[src/rtl/uart_rx_deframer_pkg.sv]
// Shared UART receive types: FSM state encoding, error-bit positions and frame-length helper.
package uart_pkg;

  typedef enum logic [2:0] {
    IDLE       = 3'd0,
    DATA       = 3'd1,
    PARITY     = 3'd2,
    STOP       = 3'd3,
    BREAK_WAIT = 3'd4
  } rx_state_t;

  localparam int ERR_BREAK  = 0;
  localparam int ERR_PARITY = 1;
  localparam int ERR_FRAME  = 2;

  function automatic int frame_bits(input int dataBits, input int parityBit, input int stopBits);
    return 1 + dataBits + parityBit + stopBits;
  endfunction

endpackage

[src/rtl/uart_rx_deframer_if.sv]
// Line/FIFO side signals of the UART receiver; master drives the line, slave is the deframer.
interface uart_rx_if #(parameter int DATA_BITS = 8);

  logic                 Rx;
  logic                 Rx_Stop;
  logic                 RTS;
  logic [DATA_BITS-1:0] Rx_Data;
  logic                 Rx_Valid;
  logic [2:0]           Rx_Error;
  logic                 Rx_Busy;

  modport master (
    output Rx, Rx_Stop,
    input  RTS, Rx_Data, Rx_Valid, Rx_Error, Rx_Busy
  );

  modport slave (
    input  Rx, Rx_Stop,
    output RTS, Rx_Data, Rx_Valid, Rx_Error, Rx_Busy
  );

endinterface

[src/rtl/uart_rx_deframer.sv]
// UART receive deframer: one line sample per baud clock, MSB-first data, even parity,
// stop/break checking, and a one-cycle write strobe for each good byte.
module uart_rx_deframer
  import uart_pkg::*;
#(
  parameter int DATA_BITS  = 8,
  parameter int PARITY_BIT = 1,
  parameter int STOP_BITS  = 2
) (
  input  logic      Clk,
  input  logic      Rst,
  uart_rx_if.slave  rx_if
);

  localparam logic [2:0] ST_IDLE       = IDLE;
  localparam logic [2:0] ST_DATA       = DATA;
  localparam logic [2:0] ST_PARITY     = PARITY;
  localparam logic [2:0] ST_STOP       = STOP;
  localparam logic [2:0] ST_BREAK_WAIT = BREAK_WAIT;

  localparam int CW = $clog2((DATA_BITS > STOP_BITS) ? DATA_BITS : STOP_BITS) + 1;

  logic [2:0]           state_q, state_d;
  logic [CW-1:0]        cnt_q, cnt_d;
  logic [DATA_BITS-1:0] shift_q, shift_d;
  logic [DATA_BITS-1:0] data_q, data_d;
  logic                 par_q, par_d;
  logic                 zero_q, zero_d;
  logic                 ferr_q, ferr_d;
  logic                 valid_q, valid_d;
  logic [2:0]           err_q, err_d;
  logic                 rts_q;
  logic                 zeroNow, ferrNow, perrNow;

  // zero_q tracks "every bit so far was 0" so a break can be told apart from a bad frame.
  always_comb begin
    state_d = state_q;
    cnt_d   = cnt_q;
    shift_d = shift_q;
    data_d  = data_q;
    par_d   = par_q;
    zero_d  = zero_q;
    ferr_d  = ferr_q;
    valid_d = 1'b0;
    err_d   = err_q;
    zeroNow = zero_q & ~rx_if.Rx;
    ferrNow = ferr_q | ~rx_if.Rx;
    perrNow = (PARITY_BIT != 0) && (par_q != ^shift_q);
    case (state_q)
      ST_IDLE: begin
        if (!rx_if.Rx) begin
          state_d = ST_DATA;
          cnt_d   = CW'(DATA_BITS - 1);
          err_d   = '0;
          zero_d  = 1'b1;
          ferr_d  = 1'b0;
          par_d   = 1'b0;
        end
      end
      ST_DATA: begin
        shift_d = {shift_q[DATA_BITS-2:0], rx_if.Rx};
        zero_d  = zeroNow;
        if (cnt_q == '0) begin
          if (PARITY_BIT != 0) begin
            state_d = ST_PARITY;
          end else begin
            state_d = ST_STOP;
            cnt_d   = CW'(STOP_BITS - 1);
          end
        end else begin
          cnt_d = cnt_q - 1'b1;
        end
      end
      ST_PARITY: begin
        par_d   = rx_if.Rx;
        zero_d  = zeroNow;
        state_d = ST_STOP;
        cnt_d   = CW'(STOP_BITS - 1);
      end
      ST_STOP: begin
        zero_d = zeroNow;
        ferr_d = ferrNow;
        if (cnt_q == '0) begin
          // Last stop bit: decide the whole frame on this edge.
          if (zeroNow) begin
            err_d   = '0;
            err_d[ERR_BREAK] = 1'b1;
            state_d = ST_BREAK_WAIT;
          end else begin
            err_d[ERR_BREAK]  = 1'b0;
            err_d[ERR_PARITY] = perrNow;
            err_d[ERR_FRAME]  = ferrNow;
            state_d = ST_IDLE;
            if (!perrNow && !ferrNow) begin
              data_d  = shift_q;
              valid_d = 1'b1;
            end
          end
        end else begin
          cnt_d = cnt_q - 1'b1;
        end
      end
      ST_BREAK_WAIT: begin
        if (rx_if.Rx) state_d = ST_IDLE;
      end
      default: state_d = ST_IDLE;
    endcase
  end

  // RTS looks at the next state so it rises on the same edge the FSM returns to idle.
  always_ff @(posedge Clk) begin
    if (!Rst) begin
      state_q <= ST_IDLE;
      cnt_q   <= '0;
      shift_q <= '0;
      data_q  <= '0;
      par_q   <= 1'b0;
      zero_q  <= 1'b0;
      ferr_q  <= 1'b0;
      valid_q <= 1'b0;
      err_q   <= '0;
      rts_q   <= 1'b0;
    end else begin
      state_q <= state_d;
      cnt_q   <= cnt_d;
      shift_q <= shift_d;
      data_q  <= data_d;
      par_q   <= par_d;
      zero_q  <= zero_d;
      ferr_q  <= ferr_d;
      valid_q <= valid_d;
      err_q   <= err_d;
      rts_q   <= (state_d == ST_IDLE) && !rx_if.Rx_Stop;
    end
  end

  assign rx_if.RTS      = rts_q;
  assign rx_if.Rx_Data  = data_q;
  assign rx_if.Rx_Valid = valid_q;
  assign rx_if.Rx_Error = err_q;
  assign rx_if.Rx_Busy  = (state_q != ST_IDLE);

endmodule

[src/flat_wrapper.sv]
// flat-port wrapper written by rule: the top's interface ports become plain ports
module uart_rx_deframer_flat import uart_pkg::*;
#(
  parameter int DATA_BITS  = 8,
  parameter int PARITY_BIT = 1,
  parameter int STOP_BITS  = 2
)
  (Clk, Rst, rx_if_Rx, rx_if_Rx_Stop, rx_if_RTS, rx_if_Rx_Data, rx_if_Rx_Valid, rx_if_Rx_Error, rx_if_Rx_Busy);
  uart_rx_if #(.DATA_BITS(DATA_BITS)) rx_if_i ();
  input  logic Clk;
  input  logic Rst;
  input wire logic [$bits(rx_if_i.Rx)-1:0] rx_if_Rx;
  input wire logic [$bits(rx_if_i.Rx_Stop)-1:0] rx_if_Rx_Stop;
  output wire logic [$bits(rx_if_i.RTS)-1:0] rx_if_RTS;
  output wire logic [$bits(rx_if_i.Rx_Data)-1:0] rx_if_Rx_Data;
  output wire logic [$bits(rx_if_i.Rx_Valid)-1:0] rx_if_Rx_Valid;
  output wire logic [$bits(rx_if_i.Rx_Error)-1:0] rx_if_Rx_Error;
  output wire logic [$bits(rx_if_i.Rx_Busy)-1:0] rx_if_Rx_Busy;
  assign rx_if_i.Rx = rx_if_Rx;
  assign rx_if_i.Rx_Stop = rx_if_Rx_Stop;
  assign rx_if_RTS = rx_if_i.RTS;
  assign rx_if_Rx_Data = rx_if_i.Rx_Data;
  assign rx_if_Rx_Valid = rx_if_i.Rx_Valid;
  assign rx_if_Rx_Error = rx_if_i.Rx_Error;
  assign rx_if_Rx_Busy = rx_if_i.Rx_Busy;
  uart_rx_deframer #(.DATA_BITS(DATA_BITS), .PARITY_BIT(PARITY_BIT), .STOP_BITS(STOP_BITS)) u_core (.Clk(Clk), .Rst(Rst), .rx_if(rx_if_i));
endmodule
[config.mk]
export PLATFORM = sky130hd
export DESIGN_NAME = uart_rx_deframer_flat
export DESIGN_NICKNAME = d
export VERILOG_FILES = /design/src/rtl/uart_rx_deframer_pkg.sv /design/src/rtl/uart_rx_deframer_if.sv /design/src/rtl/uart_rx_deframer.sv /design/src/flat_wrapper.sv
export SDC_FILE = /design/constraint.sdc
export NUM_CORES = 1
export LEC_CHECK = 0
export BUFFER_PORTS_ARGS = -buffer_cell sky130_fd_sc_hd__buf_2
export CAP_MARGIN = 20
export CORE_MARGIN = 5
export CORE_UTILIZATION = 56
export DETAILED_ROUTE_END_ITERATION = 16
export PLACE_DENSITY_LB_ADDON = 0.1
export SETUP_SLACK_MARGIN = 0.15
export SLEW_MARGIN = 25
export SYNTH_ARGS = -nofsm -noshare
export SYNTH_HDL_FRONTEND = slang
export SYNTH_SLANG_ARGS = --single-unit
[constraint.sdc]
create_clock -name Clk -period 2 [get_ports Clk]
set_input_delay 0.1 -clock Clk [delete_from_list [all_inputs] [get_ports Clk]]
set_output_delay 0.1 -clock Clk [all_outputs]
set_load 0.02 [all_outputs]
* After elaboration in Yosys (flattened, before gate mapping)
Index checks and enable logic that the tools add are counted.
** Word-level totals
- Latch bits :: 0
- Register bits :: 31
- Memories :: 0
- Logic and storage cells :: 68
- Memory bits (read-only) :: 0
- Bits in writable memories :: 0
- Input bits :: 4
- Output and inout bits :: 14
** Operators by class
- Multiplexer cells :: 19
- Reductions and logical operators :: 23
- Shift operators :: 0
- Order comparisons :: 0
- Equal/unequal tests :: 8
- Divide/modulo/power cells :: 0
- Multipliers :: 0
- Bitwise gates (word level) :: 7
- Add/subtract/negate cells :: 1
** Operators by type and width (number)
- $mux 3 :: 8
- $pmux 3 s5 :: 1
- $pmux 4 s3 :: 1
- $mux 4 :: 2
- $reduce_xor 8->1 :: 1
- $eq 3x2->1 const B :: 2
- $logic_not 3->1 :: 2
- $pmux 1 s2 :: 3
- $pmux 3 s2 :: 1
- $reduce_and 2->1 :: 3
- $reduce_and 3->1 :: 2
- $reduce_bool 2->1 :: 3
- $reduce_bool 3->1 :: 2
- $not 1->1 :: 5
- $logic_not 4->1 :: 1
- $ne 2x2->1 const B :: 2
- $reduce_and 4->1 :: 1
- $reduce_or 4->1 :: 1
- $sub 4x1->4 const B :: 1
- $eq 3x1->1 const B :: 1
- $eq 3x3->1 const B :: 1
- $logic_not 1->1 :: 3
- $mux 1 :: 3
- $reduce_or 3->1 :: 1
- other kinds (6) :: 7

* Longest topological paths before layout
Gate-level depths: netlist (run 1).
- Depth in word-level cells :: 7
- Mapped depth :: 7
- Depth with buffers taken out :: 6

* Worst setup path after synthesis (run 1)
Ideal clock, no wire load.
- Kind :: reg2reg
- Start :: register u_core.cnt_q[0]
- End :: register u_core.err_q[0] (netlist: u_core.rx_if.Rx_Error[0])
- Clock period less this slack :: 1.781 ns
- Setup slack :: 0.219 ns
- Path buffers :: 1
- Arrival :: 1.710 ns
- Stages on the path, launching flop included :: 8
- Setup time :: 0.071 ns
- Required time :: 1.929 ns
- Cell sequence :: dfxtp_1 -> inv_1 -> ha_1 -> nor4bb_1 -> clkbuf_2 -> a21oi_1 -> or4b_1 -> a21oi_1
** Between the ends
- Word-level cells in the longest chain between the ends :: 3
** Ends and longest elaborated chain
- start, declared :: line uart_rx_deframer.sv:24 : logic [CW-1:0] cnt_q, cnt_d;
- start signal, assigned :: line uart_rx_deframer.sv:125 : cnt_q <= cnt_d;
- $logic_not 4->1 :: line uart_rx_deframer.sv:83 : if (cnt_q == '0) begin
- $ne 2x1->1 (no source line)
- $reduce_and 3->1 (no source line)
- end signal, assigned :: line uart_rx_deframer.sv:132 : err_q <= err_d;
- end, declared :: line uart_rx_deframer.sv:31 : logic [2:0] err_q, err_d;
No other way between the ends.
A chain may end at the register's enable or synchronous reset.

* Worst setup path after layout (run 1)
- Start :: register u_core.shift_q[6]
- End :: register u_core.valid_q (netlist: u_core.rx_if.Rx_Valid)
** Between the ends
- Word-level cells in the longest chain between the ends :: 5
** Ends and longest elaborated chain
- start, declared :: line uart_rx_deframer.sv:25 : logic [DATA_BITS-1:0] shift_q, shift_d;
- start signal, assigned :: line uart_rx_deframer.sv:126 : shift_q <= shift_d;
- $reduce_xor 8->1 :: line uart_rx_deframer.sv:48 : perrNow = (PARITY_BIT != 0) && (par_q != ^shift_q);
- $ne 1x1->1 :: line uart_rx_deframer.sv:48
- $logic_not 1->1 :: line uart_rx_deframer.sv:94 : if (!perrNow && !ferrNow) begin
- $logic_and 1x1->1 :: line uart_rx_deframer.sv:94
- $mux 1 :: line uart_rx_deframer.sv:94
- end signal, assigned :: line uart_rx_deframer.sv:131 : valid_q <= valid_d;
- end, declared :: line uart_rx_deframer.sv:30 : logic valid_q, valid_d;
No other way between the ends.

==> flow_metrics.py, run 1 <==
metrics = {
    "synthesis": {
        "synthesis.nets": 158,
        "synthAdderAreaFrac_pct": 0.881,
        "syn_inst": 153,
        "synth_top_family_by_area": "simple AND/OR/NAND/NOR gates",
        "async_flop_share_pct": 0,
        "synth_compound_area_share_pct": 8.19,
        "synth_top_area_share_pct": 43.7,
        "ys_warn_count": 0,
        "ys_top_cells_by_area": "dfxtp_1, mux2i_1, nand2_1, nor2_1, xnor2_1",
        "muxShareOfSynthArea_pct": 12.9,
        "synth-edff-count": 0,
        "yosys.area.top_type": "dfxtp_1",
        "synth_most_common_cell": "dfxtp_1",
        "synthesis.area_sq_mm": 0.00142,
        "synth_xor_area_share_pct": 7.67,
        "synth_simple_gate_area_share_pct": 22.4,
        "synth_top_flop_cell": "dfxtp_1",
        "synth.avg_cell_area_sq_um": 9.28,
        "synth_common_cells": "dfxtp_1, nand2_1, mux2i_1",
        "synth_cell_types": 39,
        "ys_seq_area_share_pct": 43.7,
        "synth-seq-cells": 31,
    },
    "timing": {
        "finClkSkew_ns": 0.0108,
        "rsz0062_at_grt": "true",
        "post-route-period-util_pct": 87.9,
        "layout_min_cycle_time_ns": 1.76,
        "holdWs_ns": 0.0966,
        "hold_viol": 0,
        "tightestPinTransition_ns": 0.740,
        "drv_slew": 0,
        "max_freq_mhz": 569,
        "setup_tns_ns": 0,
        "setup_viol": 0,
        "relSlewSlack_pct": 50.6,
    },
    "clock_tree": {
        "numCtsBuffers": 5,
        "cts_root_buf": "clkbuf_4",
        "cts_buffer_depth": 2,
        "h-tree-depth": 2,
        "cts_tree": "built",
        "clk_pin_slew_worst_paths_ns": 0.11,
        "clk_latency_ns": 0.34,
        "clock_sinks": 31,
    },
    "drt": {
        "drt_wl_total_um": 2980,
        "detail_route.vias_per_cell": 5.57,
        "drtIter0Drc": 29,
        "first_pass_iters": 4,
        "route.detailed.drc": 0,
        "ant_nets": 0,
        "num_vias": 1136,
        "detail_route.wl_per_cell_um": 14.6,
    },
    "place": {
        "gp_congestion": 0.920,
        "port_buffers": 17,
        "dp.cells": 193,
        "dp_hpwl_um": 1990,
    },
    "final_layout": {
        "nNetsFinal": 178,
        "area_delta_synth_final_pct": 16.6,
        "final_cells": 204,
        "fin_util_pct": 67.4,
        "drive_gt1_share_pct": 24.7,
        "n_antenna_cell": 0,
    },
    "grt": {
        "use_met3_pct": 5.96,
        "grt_pass1_vias": 1106,
        "grt.overflow.total": 0,
        "grt_usage_pct": 18.7,
        "met2_usage_pct": 29.0,
        "grt_antenna_before_repair": 0,
        "gr-usage-met1_pct": 23.9,
        "grt_pass1_wl_um": 4990,
        "grt-busiest-layer": "met2",
        "grt_max_degree": 22,
    },
    "floorplan": {
        "die_w_um": 60.4,
        "pin_count": 18,
        "core_sq_mm": 0.00245,
        "die_h_um": 60.4,
        "initial_core_util_pct": 57.8,
        "num_rows": 18,
        "dieArea_sq_mm": 0.00364,
    },
    "pwr": {
        "ir_worst_vdd_v": 0.000645,
        "power.leakage_nw": 0.651,
        "p_total_mw": 1.40,
        "power.density_mw_per_mm2": 848,
    },
    "critical_path": {
        "required_ns": 2.25,
        "cp-start-kind": "register",
        "slowest_delay_ns": 0.51,
        "worst-path-max-fanout": 4,
        "cpMaxStageDelayCell": "xnor3_2",
        "arrival_ns": 2.01,
        "cp_cell_sequence": "xor2_1 -> xnor3_2 -> mux2i_4 -> buf_4 -> and2_2",
        "path_class": "reg2reg",
        "end_kind": "register",
    },
    "run": {
        "cap_violations": 0,
    },
    "status": {
        "status": "complete, no violations",
    },
    "min_path": {
        "min_path_type": "in2reg",
    },
}
==> placed cells by master (no fill, tap or decap), types with 2 or more instances in the layout <==
cell / n
a21oi_1: 7
buf_2: 17
buf_4: 4
clkbuf_4: 5
clkinvlp_4: 2
dfxtp_1: 31
inv_1: 4
mux2i_1: 16
nand2_1: 18
nand2b_1: 3
nor2_1: 14
nor3_1: 6
nor3b_1: 2
nor4_1: 2
o21ai_0: 4
or3_1: 3
xnor2_1: 6
xnor3_2: 2
==> area by class of cell <==
class	count	area [sq um]
Fill cell	214	800
Multi-Input combinational cell	108	779
Sequential cell	31	621
Timing Repair Buffer	23	145
Clock buffer	5	37.5
Tap cell	30	37.5
Clock inverter	3	20.0
Inverter	4	15.0
==> logic make-up after synthesis <==
logic type,after synthesis
fa+ha+maj,1
buf+inv,14
compound gates,19
xor+xnor,9
simple gates,62
flops,31
mux,17
==> worst max-delay path: cells and delay by family, from the launching register on <==
kind	cells	cell delay, ns
and+or+nand+nor	1	0.18
muxes	1	0.22
xor gates and xnor gates	2	0.70
DFF	1	0.40
buffers and inverters	1	0.16
==> per-stage QoR <==
| stage | setup slack [ns] | instance area, sq um |
|---|---|---|
| global placement | 0.124 | 1520 |
| CTS | 0.105 | 1620 |
| detailed placement | 0.00665 | 1520 |
| floorplan | 0.219 | 1420 |
| global route | 0.119 | 1660 |
| finish | 0.242 | 1660 |
==> power breakdown <==
| part | internal [mW] | switching (mW) |
|---|---|---|
| Clock | 0.134 | 0.232 |
| Sequential | 0.655 | 0.0535 |
| Combinational | 0.153 | 0.176 |
| Total | 0.942 | 0.462 |
==> per-layer routing <==
layer / routed length [um] / vias up / share of wire (%)
met2: 1340 / 32 / 45
met4: 47 / 0 / 1.6
li1: - / 567 / -
met3: 182 / 7 / 6.1
met5: 0 / - / 0
met1: 1410 / 530 / 47
==> flip-flops by register name, summed over array words and instances, names as in the netlist <==
register and count:
u_core.shift_q 8, u_core.rx_if.Rx_Error 3, u_core.cnt_q 4, u_core.zero_q 1, u_core.ferr_q 1, u_core.rx_if.Rx_Valid 1, u_core.par_q 1, u_core.rx_if.Rx_Data 8
u_core.state_q 3, u_core.rx_if.RTS 1
==> worst paths after layout <==
| check | start | to | slack, ns | cells past startpoint |
|---|---|---|---|---|
| worst max register to register | u_core.shift_q[6]$_SDFFE_PN0P_ | u_core.rx_if.Rx_Valid$_SDFF_PP0_ | 0.24 | 5 |
| worst min register to register | u_core.rx_if.Rx_Data[4]$_SDFFE_PN0P_ | u_core.rx_if.Rx_Data[4]$_SDFFE_PN0P_ | 0.46 | 2 |
| worst max-delay path | u_core.shift_q[6]$_SDFFE_PN0P_ | u_core.rx_if.Rx_Valid$_SDFF_PP0_ | 0.24 | 5 |
| worst min-delay path | rx_if_Rx | u_core.state_q[2]$_SDFF_PN0_ | 0.1 | 2 |
==> repair_timing <==
item	4_1_cts	5_1_grt
setup buffers	2	0
endpoints found under the hold margin	1	0
setup endpoints to repair	11	6
pin swaps	0	1
hold buffers	1	0
resized for setup	2	5
(Power assumes the default switching activity.)
==> inputs of run 2 (changes only) <==
--- a/config.mk
+++ b/config.mk
@@ -10,6 +10,7 @@
 export CORE_MARGIN = 5
 export CORE_UTILIZATION = 56
 export DETAILED_ROUTE_END_ITERATION = 16
+export GPL_TIMING_DRIVEN = 0
 export PLACE_DENSITY_LB_ADDON = 0.1
 export SETUP_SLACK_MARGIN = 0.15
 export SLEW_MARGIN = 25
==> flow_metrics.py, run 2 (synthesis gave the netlist of run 1 again) <==
metrics = {
    "critical_path": {
        "required_ns": 2.27,
        "end_kind": "register",
        "r2r-end": "u_core.rx_if.Rx_Error[0]$_SDFFE_PN0P_",
        "r2r_start": "u_core.cnt_q[0]$_SDFFE_PN0P_",
        "worst-path-max-fanout": 4,
        "r2r_cells": 7,
        "regToRegSetupSlack_ns": 0.15,
        "cp-start-kind": "register",
        "path_class": "reg2reg",
        "arrival_ns": 2.11,
    },
    "final_layout": {
        "final_cell_mix": "dfxtp_1, buf_2, nand2_1",
        "design_area_sq_mm": 0.00165,
        "n_antenna_cell": 0,
        "nNetsFinal": 186,
        "drive_gt1_share_pct": 23.1,
        "layout_commonest_cell": "dfxtp_1",
        "area_delta_synth_final_pct": 16.3,
    },
    "status": {
        "status": "complete, no violations",
    },
    "place": {
        "gp_congestion": 0.881,
        "dp_hpwl_um": 1970,
        "place_area_sq_mm": 0.00154,
        "port_buffers": 17,
        "pre_cts_ws_ns": -0.00144,
    },
    "grt": {
        "grt.overflow.total": 0,
        "grt_pass1_vias": 1107,
        "grt_usage_pct": 18.6,
        "grt_max_degree": 11,
        "grt_antenna_before_repair": 0,
        "grt_pass1_wl_um": 4990,
    },
    "pwr": {
        "seq_power_share_pct": 50.4,
        "clkPwrFrac_pct": 25.5,
        "power.leakage_nw": 0.657,
        "ir_worst_vdd_v": 0.000627,
        "switching_share_pct": 31.4,
        "power.density_mw_per_mm2": 831,
        "switchingPower_mw": 0.431,
        "p_total_mw": 1.37,
        "power_frac_comb_pct": 24.0,
        "p_int_mw": 0.941,
    },
    "timing": {
        "setup_viol": 0,
        "fin_ws_ns": 0.154,
        "finClkSkew_ns": 0.00786,
        "layout_min_cycle_time_ns": 1.85,
        "drv_slew": 0,
        "relSlewSlack_pct": 66.3,
        "post-route-period-util_pct": 92.3,
        "tightestPinTransition_ns": 0.505,
        "max_freq_mhz": 542,
        "rsz0062_at_grt": "true",
        "hold_viol": 0,
    },
    "floorplan": {
        "initial_core_util_pct": 57.8,
        "dieArea_sq_mm": 0.00364,
        "die_w_um": 60.4,
        "die_h_um": 60.4,
        "core_sq_mm": 0.00245,
        "num_rows": 18,
        "pin_count": 18,
    },
    "min_path": {
        "holdPathEnd": "u_core.par_q$_SDFFE_PN0P_",
        "min_path_cells": 4,
        "hold_start": "Rst",
        "min_path_type": "in2reg",
    },
    "clock_tree": {
        "clk_pin_slew_worst_paths_ns": 0.09,
        "clk_latency_ns": 0.33,
        "cts_root_buf": "clkbuf_4",
        "cts_buffer_depth": 2,
        "clock_sinks": 31,
        "cts_tree": "built",
        "numCtsBuffers": 5,
        "h-tree-depth": 2,
    },
    "drt": {
        "ant_nets": 0,
        "drt_wl_total_um": 2970,
        "detail_route.vias_per_cell": 5.53,
        "route.detailed.drc": 0,
        "detail_route.wl_per_cell_um": 14.0,
        "first_pass_iters": 4,
        "num_vias": 1173,
        "drtIter0Drc": 32,
    },
    "run": {
        "cap_violations": 0,
    },
}
run 2: changes by cell type in the layout (fill, tap and decap cells not counted), sizes merged:
| cell | previous run | this run |
|---|---|---|
| clkbuf | 5 | 14 |
| clkinvlp | 2 | 0 |
| dlygate4sd3 | 1 | 2 |
run 2: what timing repair did:
action	4_1_cts	5_1_grt
endpoints found under the hold margin	1	0
setup endpoints to repair	11	14
resized for setup	3	5
hold buffers	1	0
pin swaps	1	1
setup buffers	3	0
run 2: worst max-delay path, stage by stage, from the launching register on:
cell and delay [ns]:
dfxtp_1 0.34, inv_1 0.08, ha_2 0.20, nor4bb_2 0.20, buf_4 0.16, a21oi_1 0.12
or4b_1 0.54, a21oi_2 0.15
run 2: metrics by stage:
step	utilization (%)	hold WS [ns]	setup TNS, ns	std cells
final	67.3	0.187	0	212
after global placement	62.8	0.279	0	200
after floorplan	-	0.179	0	153
after CTS	66.7	0.184	0	212
after detailed placement	62.8	0.284	-0.00144	200
after global routing	67.3	0.194	0	212
run 2: layout make-up:
| cell class | count | area (sq um) |
|---|---|---|
| buffer | 10 | 48.8 |
| clock inverter | 1 | 5.00 |
| fill | 205 | 803 |
| sequential | 31 | 622 |
| inverter | 4 | 15.0 |
| timing repair buffer | 21 | 118 |
| tap | 30 | 37.5 |
| clock buffer | 7 | 45.0 |
| multi-input combinational | 108 | 761 |
run 2: power by group through the flow:
stage	Clock (mW)	Sequential, mW	Combinational, mW
after floorplan	0	0.695	0.246
after global placement	0	0.698	0.296
after detailed placement	0	0.700	0.300
after CTS	0.353	0.689	0.317
after global routing	0.388	0.697	0.364
final	0.350	0.692	0.329
run 2: worst max path at each step:
stage                            startpoint                                     to  slack (ns)  cells past startpoint
6_report       u_core.cnt_q[0]$_SDFFE_PN0P_  u_core.rx_if.Rx_Error[0]$_SDFFE_PN0P_        0.15                      7
4_1_cts        u_core.cnt_q[0]$_SDFFE_PN0P_  u_core.rx_if.Rx_Error[0]$_SDFFE_PN0P_         0.1                      7
3_5_place_dp   u_core.cnt_q[0]$_SDFFE_PN0P_  u_core.rx_if.Rx_Error[0]$_SDFFE_PN0P_      -0.001                      7
3_3_place_gp   u_core.cnt_q[0]$_SDFFE_PN0P_  u_core.rx_if.Rx_Error[0]$_SDFFE_PN0P_        0.07                      7
5_1_grt        u_core.state_q[0]$_SDFF_PN0_         u_core.shift_q[2]$_SDFFE_PN0P_        0.09                      5
2_1_floorplan  u_core.cnt_q[0]$_SDFFE_PN0P_  u_core.rx_if.Rx_Error[0]$_SDFFE_PN0P_        0.22                      7
run 2: per-layer routing:
metal,wire [um],up-vias,global-route usage [%]
met5,0,-,0
met4,48,0,7.28
met3,215,7,6.81
met2,1250,38,27.9
met1,1450,542,24.4
li1,-,586,-
==> inputs of run 3 (changes only) <==
--- a/config.mk
+++ b/config.mk
@@ -8,7 +8,7 @@
 export BUFFER_PORTS_ARGS = -buffer_cell sky130_fd_sc_hd__buf_2
 export CAP_MARGIN = 20
 export CORE_MARGIN = 5
-export CORE_UTILIZATION = 56
+export CORE_UTILIZATION = 49
 export DETAILED_ROUTE_END_ITERATION = 16
 export GPL_TIMING_DRIVEN = 0
 export PLACE_DENSITY_LB_ADDON = 0.1
==> flow_metrics.py, run 3 (synthesis gave the netlist of run 1 again) <==
metrics = {
    "status": {
        "status": "complete, no violations",
    },
    "clock_tree": {
        "cts_root_buf": "clkbuf_4",
        "cts_tree": "built",
        "clock_sinks": 31,
        "clk_latency_ns": 0.33,
        "numCtsBuffers": 5,
        "clk_pin_slew_worst_paths_ns": 0.09,
        "cts_buffer_depth": 2,
        "h-tree-depth": 2,
    },
    "run": {
        "cap_violations": 0,
    },
    "critical_path": {
        "worst_path_most_repeated_cell": "buf_4",
        "path_class": "reg2reg",
        "cp-start-kind": "register",
        "cp_cell_sequence": "inv_1 -> ha_4 -> nor4bb_4 -> buf_4 -> buf_4 -> nor3_4 -> nor3b_1 -> nor3_1",
        "worst-path-max-fanout": 5,
        "required_ns": 2.19,
        "end_kind": "register",
        "arrival_ns": 1.93,
        "cpMaxStageDelayCell": "dfxtp_1",
        "slowest_delay_ns": 0.36,
    },
    "pwr": {
        "power.density_mw_per_mm2": 855,
        "ir_worst_vdd_v": 0.000739,
        "power.leakage_nw": 0.679,
        "p_total_mw": 1.47,
    },
    "drt": {
        "detail_route.wl_per_cell_um": 13.9,
        "first_pass_iters": 4,
        "drtIter0Drc": 67,
        "ant_nets": 0,
        "route.detailed.drc": 0,
        "num_vias": 1128,
        "drt_wl_total_um": 2970,
        "detail_route.vias_per_cell": 5.30,
    },
    "timing": {
        "max_freq_mhz": 577,
        "post-route-period-util_pct": 86.7,
        "tightestPinTransition_ns": 0.614,
        "setup_viol": 0,
        "layout_min_cycle_time_ns": 1.73,
        "drv_slew": 0,
        "setup_tns_ns": 0,
        "rsz0062_at_grt": "false",
        "hold_viol": 0,
        "relSlewSlack_pct": 59.0,
        "finClkSkew_ns": 0.00408,
    },
    "grt": {
        "grt_max_degree": 11,
        "grt_antenna_before_repair": 0,
        "grt.overflow.total": 0,
        "grt_pass1_vias": 1059,
        "grt_pass1_wl_um": 5020,
        "grt_usage_pct": 15.7,
    },
    "final_layout": {
        "n_antenna_cell": 0,
        "fin_util_pct": 62.5,
        "drive_gt1_share_pct": 26.9,
        "area_delta_synth_final_pct": 21.4,
        "final_cell_mix": "dfxtp_1, buf_2, nand2_1",
        "nNetsFinal": 186,
        "final_cells": 213,
        "layout_commonest_cell": "dfxtp_1",
    },
    "floorplan": {
        "die_h_um": 63.8,
        "num_rows": 19,
        "core_sq_mm": 0.00276,
        "die_w_um": 63.8,
        "initial_core_util_pct": 51.5,
        "pin_count": 18,
        "dieArea_sq_mm": 0.00407,
    },
    "place": {
        "port_buffers": 17,
        "dp_hpwl_um": 2030,
        "dp.cells": 201,
        "gp_congestion": 0.829,
    },
    "min_path": {
        "min_path_type": "in2reg",
    },
}
[run 3: cell type report]
cell class | instances | area [sq um]
fillers | 241 | 1030
plain buffers | 10 | 50.0
well taps | 31 | 38.8
clock buffers | 8 | 68.8
repair buffers | 21 | 118
flip-flops and latches | 31 | 622
multi-input cells | 108 | 812
inverters | 4 | 15.0
[run 3: path summary, 6_finish.rpt]
kind,start,to,slack (ns),cells after the start
setup / recovery,u_core.cnt_q[1]$_SDFFE_PN0P_,u_core.cnt_q[0]$_SDFFE_PN0P_,0.27,8
hold / removal,Rst,u_core.par_q$_SDFFE_PN0P_,0.21,4
setup reg to reg,u_core.cnt_q[1]$_SDFFE_PN0P_,u_core.cnt_q[0]$_SDFFE_PN0P_,0.27,8
hold reg to reg,u_core.rx_if.Rx_Data[5]$_SDFFE_PN0P_,u_core.rx_if.Rx_Data[5]$_SDFFE_PN0P_,0.46,2
[run 3: metrics by stage]
stage	hold WS (ns)	worst slack, ns	area [sq um]
floorplan	0.179	0.219	1420
global placement	0.279	0.0744	1540
detailed placement	0.278	-0.0128	1540
CTS	0.216	0.0736	1660
global route	0.248	0.145	1720
finish	0.210	0.267	1720
[run 3: power by group]
part	switching (mW)	internal (mW)
registers	0.0389	0.655
clock network	0.206	0.207
logic	0.195	0.171
total	0.440	1.03
[run 3: worst max-delay path: cells and delay by family, from the launching register on]
| kind | cells | cell delay, ns |
|---|---|---|
| adder cells (fa/ha/maj) | 1 | 0.17 |
| buffers and inverters | 3 | 0.39 |
| flip-flops | 1 | 0.36 |
| AND/OR/NAND/NOR | 4 | 0.68 |
[run 3: repair_timing]
action	CTS	global route
hold buffers	1	0
pin swaps	1	3
setup endpoints to repair	11	20
resized for setup	3	16
gates cloned	0	0
endpoints found under the hold margin	1	0
setup buffers	3	0
[run 3: per-layer routing]
layer  track usage (%)  part of all wire, %  vias to the layer above
li1                  -                    -                      584
met2              21.9                   43                       27
met1              21.6                   49                      510
met5                 0                    0                        -
met4              8.31                  2.3                        0
met3              4.55                  5.2                        7
